<file path="src/rtl/afifo_wr_ctrl.sv">
// Write-domain half of the async FIFO: write pointers, RAM write strobe/address, read-pointer
// synchroniser, and registered full / almost-full / level / sticky overflow status.
module afifo_wr_ctrl #(
  parameter int ADDR_W       = 10,
  parameter int SYNC_STAGES  = 2,
  parameter int AFULL_THRESH = 1020
) (
  input  logic              wclk,
  input  logic              wrst_n,
  input  logic              wen,
  input  logic              clr_ovf,
  input  logic [ADDR_W:0]   rptr_g_async,
  output logic              wr_en_mem,
  output logic [ADDR_W-1:0] waddr,
  output logic [ADDR_W:0]   wptr_g,
  output logic              wfull,
  output logic              walmost_full,
  output logic [ADDR_W:0]   wlevel,
  output logic              woverflow
);

  localparam logic [ADDR_W:0] THRESH = (ADDR_W+1)'(AFULL_THRESH);

  logic [ADDR_W:0]                   wbin_q, wbin_d;
  logic [ADDR_W:0]                   wptr_g_q, wptr_g_d;
  logic [SYNC_STAGES-1:0][ADDR_W:0]  sync_q;
  logic [ADDR_W:0]                   rq_g, rbin;
  logic [ADDR_W:0]                   wlevel_q, wlevel_d;
  logic                              wfull_q, wfull_d;
  logic                              afull_q, afull_d;
  logic                              ovf_q, ovf_d;

  assign wr_en_mem = wen & ~wfull_q;
  assign wbin_d    = wbin_q + {{ADDR_W{1'b0}}, wr_en_mem};
  assign wptr_g_d  = wbin_d ^ (wbin_d >> 1);

  assign rq_g = sync_q[SYNC_STAGES-1];

  // Gray-to-binary: each binary bit is the XOR of all Gray bits at or above it.
  always_comb begin
    rbin = '0;
    for (int i = 0; i <= ADDR_W; i++) rbin[i] = ^(rq_g >> i);
  end

  // Full when the next write pointer is exactly one lap ahead of the synchronised read pointer.
  assign wfull_d  = (wptr_g_d == {~rq_g[ADDR_W:ADDR_W-1], rq_g[ADDR_W-2:0]});
  assign wlevel_d = wbin_d - rbin;
  assign afull_d  = (wlevel_d >= THRESH);
  assign ovf_d    = (wen & wfull_q) | (ovf_q & ~clr_ovf);

  always_ff @(posedge wclk or negedge wrst_n) begin
    if (!wrst_n) begin
      wbin_q   <= '0;
      wptr_g_q <= '0;
      sync_q   <= '0;
      wfull_q  <= 1'b0;
      afull_q  <= 1'b0;
      wlevel_q <= '0;
      ovf_q    <= 1'b0;
    end else begin
      wbin_q   <= wbin_d;
      wptr_g_q <= wptr_g_d;
      sync_q   <= {sync_q[SYNC_STAGES-2:0], rptr_g_async};
      wfull_q  <= wfull_d;
      afull_q  <= afull_d;
      wlevel_q <= wlevel_d;
      ovf_q    <= ovf_d;
    end
  end

  assign waddr        = wbin_q[ADDR_W-1:0];
  assign wptr_g       = wptr_g_q;
  assign wfull        = wfull_q;
  assign walmost_full = afull_q;
  assign wlevel       = wlevel_q;
  assign woverflow    = ovf_q;

endmodule

</file>
<file path="config.mk">
export PLATFORM = sky130hd
export DESIGN_NAME = afifo_wr_ctrl
export DESIGN_NICKNAME = d
export VERILOG_FILES = /design/src/rtl/afifo_wr_ctrl.sv
export SDC_FILE = /design/constraint.sdc
export NUM_CORES = 1
export LEC_CHECK = 0
export ABC_AREA = 1
export CELL_PAD_IN_SITES_DETAIL_PLACEMENT = 0
export CELL_PAD_IN_SITES_GLOBAL_PLACEMENT = 1
export CORE_AREA = 2 2 89 91
export DETAILED_ROUTE_END_ITERATION = 12
export DIE_AREA = 0 0 91 93
export PLACE_DENSITY = 0.85
export SYNTH_ARGS = -nofsm -noshare
export SYNTH_HDL_FRONTEND = slang
export SYNTH_SLANG_ARGS = --single-unit
export TNS_END_PERCENT = 30
</file>
<file path="constraint.sdc">
create_clock -name wclk -period 3.95 [get_ports wclk]
set_clock_uncertainty 0.2 [all_clocks]
set_input_delay 0.5925 -clock wclk [delete_from_list [all_inputs] [get_ports wclk]]
set_output_delay 0.5925 -clock wclk [all_outputs]
set_load 0.01 [all_outputs]
</file>
## After elaboration in Yosys (flattened, before gate mapping)

Index checks and enable logic that the tools add are counted.

| word-level totals | value |
|---|---|
| flip-flop bits (word level) | 58 |
| bits of input ports | 15 |
| output and inout port bits | 36 |
| logic and storage cells | 31 |

| cells by class | value |
|---|---|
| add/subtract/negate cells | 2 |
| $lt $le $gt $ge | 1 |
| eq/ne operators | 1 |
| bitwise logic cells | 8 |
| reduce and logical (&&, ||, !) cells | 11 |

Operator list:

| cell | count |
|---|---|
| $reduce_xor A11 Y1 | 11 |
| $add A11 B1 Y11 | 1 |
| $eq A11 B11 Y1 | 1 |
| $ge A11 B10 Y1 const B | 1 |
| $sub A11 B11 Y11 | 1 |
| $xor A11 B10 Y11 | 1 |
| $and A1 B1 Y1 | 3 |
| $not A1 Y1 | 2 |
| $not A2 Y2 | 1 |
| $or A1 B1 Y1 | 1 |

## Longest topological paths before layout

Gate-level depths: netlist (run 1).

| logic depth | value |
|---|---|
| depth after elaboration | 5 |
| mapped depth | 22 |
| mapped depth without buffers | 21 |

## Worst setup path before layout (run 1)

Ideal clock, no wire load.

| timing | value |
|---|---|
| path kind | input to register |
| start point | in wen |
| end point | reg afull_q, in the netlist walmost_full |
| setup time | 0.117 ns |
| arrival time | 2.942 ns |
| data required time | 3.633 ns |
| slack | 0.691 ns |
| stages | 16 |
| path buffers | 0 |
| cell sequence | inv_1 nor2_1 ha_1 nand2_1 nor2_1 inv_2 nor2_2 nand4_1 xor2_1 ha_1 nand2_1 inv_1 a221oi_1 nand4_1 nand2_1 nand2_1 |

| on the way | value |
|---|---|
| longest elaborated chain between the ends | 4 |

RTL lines:

| item | line | text |
|---|---|---|
| start: declaration | 10 | `input logic wen,` |
| $and A1 B1 Y1 | 33 | `assign wr_en_mem = wen & ~wfull_q;` |
| via wr_en_mem | 13 | `output logic wr_en_mem,` |
| $add A11 B1 Y11 | 34 | `assign wbin_d = wbin_q + {{ADDR_W{1'b0}}, wr_en_mem};` |
| via wbin_d[9] | 24 | `logic [ADDR_W:0] wbin_q, wbin_d;` |
| $sub A11 B11 Y11 | 47 | `assign wlevel_d = wbin_d - rbin;` |
| $ge A11 B10 Y1 | 48 | `assign afull_d = (wlevel_d >= THRESH);` |
| via afull_d | 30 | `logic afull_q, afull_d;` |
| end signal: assignment | 65 | `afull_q <= afull_d;` |
| end: declaration | 30 |  |

The timed path passes the listed nets, and every way through them passes these cells.

## Worst setup path in the final report (run 1)

| timing | value |
|---|---|
| start point | in wen |
| end point | reg afull_q, in the netlist walmost_full |

| on the way | value |
|---|---|
| longest elaborated chain between the ends | 4 |

RTL lines:

| item | line |
|---|---|
| $and A1 B1 Y1 | 33 |
| $add A11 B1 Y11 | 34 |
| via wbin_d[7] | 24 |
| $sub A11 B11 Y11 | 47 |
| $ge A11 B10 Y1 | 48 |
| via afull_d | 30 |

The timed path passes the listed nets, and every way through them passes these cells.

==> results of run 1 <==
-- final timing paths --
check | end | depth (start not counted)
max | walmost_full | 17
min | wlevel[1] | 1
max reg2reg | walmost_full | 15
min reg2reg | rq_g[4] | 0
max in group asynchronous | rq_g[8] | 2
min in group wclk | rq_g[4] | 0
-- sequential cells by signal, indices dropped and copies added (netlist names) --
signal / cells
rq_g: 11
sync_q: 11
walmost_full: 1
wbin_q: 11
wfull: 1
wlevel: 11
woverflow: 1
wptr_g: 10
-- cell type report --
| type | instances | area [sq um] | area share |
|---|---|---|---|
| Sequential cell | 57 | 1430 | 0.377 |
| Multi-Input combinational cell | 214 | 1320 | 0.349 |
| Timing Repair Buffer | 54 | 526 | 0.139 |
| Inverter | 43 | 161 | 0.0427 |
| Clock buffer | 11 | 141 | 0.0374 |
| Tap cell | 102 | 128 | 0.0338 |
| Clock inverter | 5 | 78.8 | 0.0209 |
-- layout by cell type, fill, tap and decap left out, types with 2 or more instances in the layout --
master and count:
xor2_2 3, nand3b_1 6, dfrtp_1 57, clkinv_2 2, a21oi_1 3, nand4_1 2
nand3_1 24, nand2_1 90, inv_1 31, nor2_2 2, o21ai_1 2, bufinv_16 2
inv_2 12, clkbuf_8 10, a21o_1 2, nor4_1 2, buf_4 4, clkdlybuf4s50_1 49
ha_1 10, xor2_1 29, nor2_1 13, xnor2_1 11, nand2_2 4
-- metal layers --
metal | vias up | GRT usage | share of wire
met2 | 38 | 0.247 | 0.51
met1 | 984 | 0.171 | 0.44
met5 | - | 0 | 0
met4 | 0 | 0.0682 | 0.021
li1 | 1103 | - | -
met3 | 11 | 0.0403 | 0.035
-- critical path, stage by stage --
cell             delay, ns
clkdlybuf4s50_1       0.47
inv_1                 0.04
nor2_1                0.17
ha_1                  0.19
nand2_1               0.06
nor2_1                0.17
inv_2                 0.06
nor2_2                0.19
nand2_1               0.08
o21ai_1               0.17
inv_1                 0.09
ha_1                  0.35
a21o_1                0.20
a221oi_1              0.33
nand4_1               0.13
nand2_1               0.11
nand2_1               0.05
-- report_power, final --
part	internal [mW]	switching (mW)	total, mW	leakage, nW
combinational	0.582	0.742	1.32	1.12
clock	0.371	0.233	0.604	0.113
sequential	0.739	0.0836	0.823	0.671
-- kinds of logic after synthesis --
group | after synthesis
compound gates | 11
xor+xnor | 44
fa+ha+maj | 11
buf+inv | 48
flops | 57
simple gates | 148
-- through the flow --
step	worst slack [ns]	utilization	instance area [sq um]
after CTS	0.549	0.502	3780
after global routing	0.216	0.502	3780
after global placement	0.235	0.473	3560
after detailed placement	0.206	0.473	3560
after floorplan	0.691	-	2930
final	0.529	0.502	3780
==> out/metrics.csv, run 1 <==
metric;value;unit
cts_buffers;9;
clk_pin_slew_worst_paths;0.07;ns
critPathLaunchType;primary input;
powerDensity;728;nW/um^2
synth_edf_count;0;
syn-cell-area;2930;sq um
synthArstFlopShare;1.00;
tightest_slew;0.529;ns
synth.most_common_cell;nand2_1;
yosys.area_share.simple;0.231;
setup-tns-final;0;ns
synth.mux.area_fraction;0;
postSynthAreaPerCell;9.19;sq um
synth_top_area_cell;dfrtp_1;
synthAdderAreaFrac;0.0495;
drive_gt1_frac;0.122;
synth_compound_area_frac;0.0239;
drc;0;
antenna_found_initial;0;
grt_pass1_vias;2111;
worst_skew_pair.late_latency;0.34;ns
die_area;8460;sq um
max_freq;292;MHz
grt_overflow;0;
synth_top_family_by_area;simple AND/OR/NAND/NOR gates;
grt_pass1_wl;9.43;mm
diodes;0;
post-place-cells;470;
clock_sinks;57;
grt_usage;0.145;
yosysUniqueCellTypes;30;
area_delta_synth_final;28.9;%
fin_crit;3.42;ns
yosysTopAreaCellShare;0.487;
wl_per_cell;11.6;um
peakVddDrop;251;uV
yosysWarnings;0;
critPathArrivalTime;3.45;ns
cp_data_required_time;3.98;ns
chipWidth;91;um
drt-total-wl;5.63;mm
h-tree-depth;3;
path_class;in -> reg;
crit_path_end_kind;flip-flop;
cap_violations;0;
drv_slew;0;
synth_flop_cell;dfrtp_1;
synth_seq_cells;57;
holdBufCountCts;0;
drt-initial-drc-count;46;
ant_nets;0;
tritoncts;built;
syn_nets;345;
finalSetupViolations;0;
outcome;complete, no violations;
ys_seq_area_frac;0.487;
gp_congestion;0.816;
final_hold_viol_count;0;
stdcell_count;486;
r2r_setup_slack;0.87;ns
rsz0062_at_grt;false;
avgViaCountPerCell;4.40;
io_pins;51;
post_cts_buffers;0;
dp_hpwl;4.39;mm
vias;2136;
nFillCells;736;
hold_class;in -> async;
power_leakage;1.90;nW
portBuffers;50;
finalPower;2.75;mW
cts_buffer_depth;2;
path_max_fanout;4;
start_util;0.389;
cp-startpoint;wen;
dr.pass1.iters;4;
timing.hold.ws;0.0231;ns
nets;405;
r2r_start;rq_g[7];
post-route-period-util;0.866;
grt_max_degree;35;
coreArea;7530;sq um
cts-root-buf;clkbuf_8;
synthTopCellsByCount;nand2_1 (90), dfrtp_1 (57), inv_1 (31), xor2_1 (29), nand3_1 (24);
rows;32;
synthXorXnorAreaFrac;0.146;
synth.area.top_cells;dfrtp_1 (49%), nand2_1 (12%), xor2_1 (8.7%);
slew_headroom;0.648;
die_h;93;um
netlist_instances;319;
cts_resized;0;
Note: power is estimated with default switching activity, not from simulation.
==> run 2: changes to the inputs <==
--- a/config.mk
+++ b/config.mk
@@ -6,12 +6,14 @@
 export NUM_CORES = 1
 export LEC_CHECK = 0
 export ABC_AREA = 1
+export ABC_CLOCK_PERIOD_IN_PS = 3950
 export CELL_PAD_IN_SITES_DETAIL_PLACEMENT = 0
 export CELL_PAD_IN_SITES_GLOBAL_PLACEMENT = 1
 export CORE_AREA = 2 2 89 91
 export DETAILED_ROUTE_END_ITERATION = 12
 export DIE_AREA = 0 0 91 93
 export PLACE_DENSITY = 0.85
+export SLEW_MARGIN = 20
 export SYNTH_ARGS = -nofsm -noshare
 export SYNTH_HDL_FRONTEND = slang
 export SYNTH_SLANG_ARGS = --single-unit
==> results of run 2 <==
No change in the layout: final DEF, timing and power equal those of run 1.
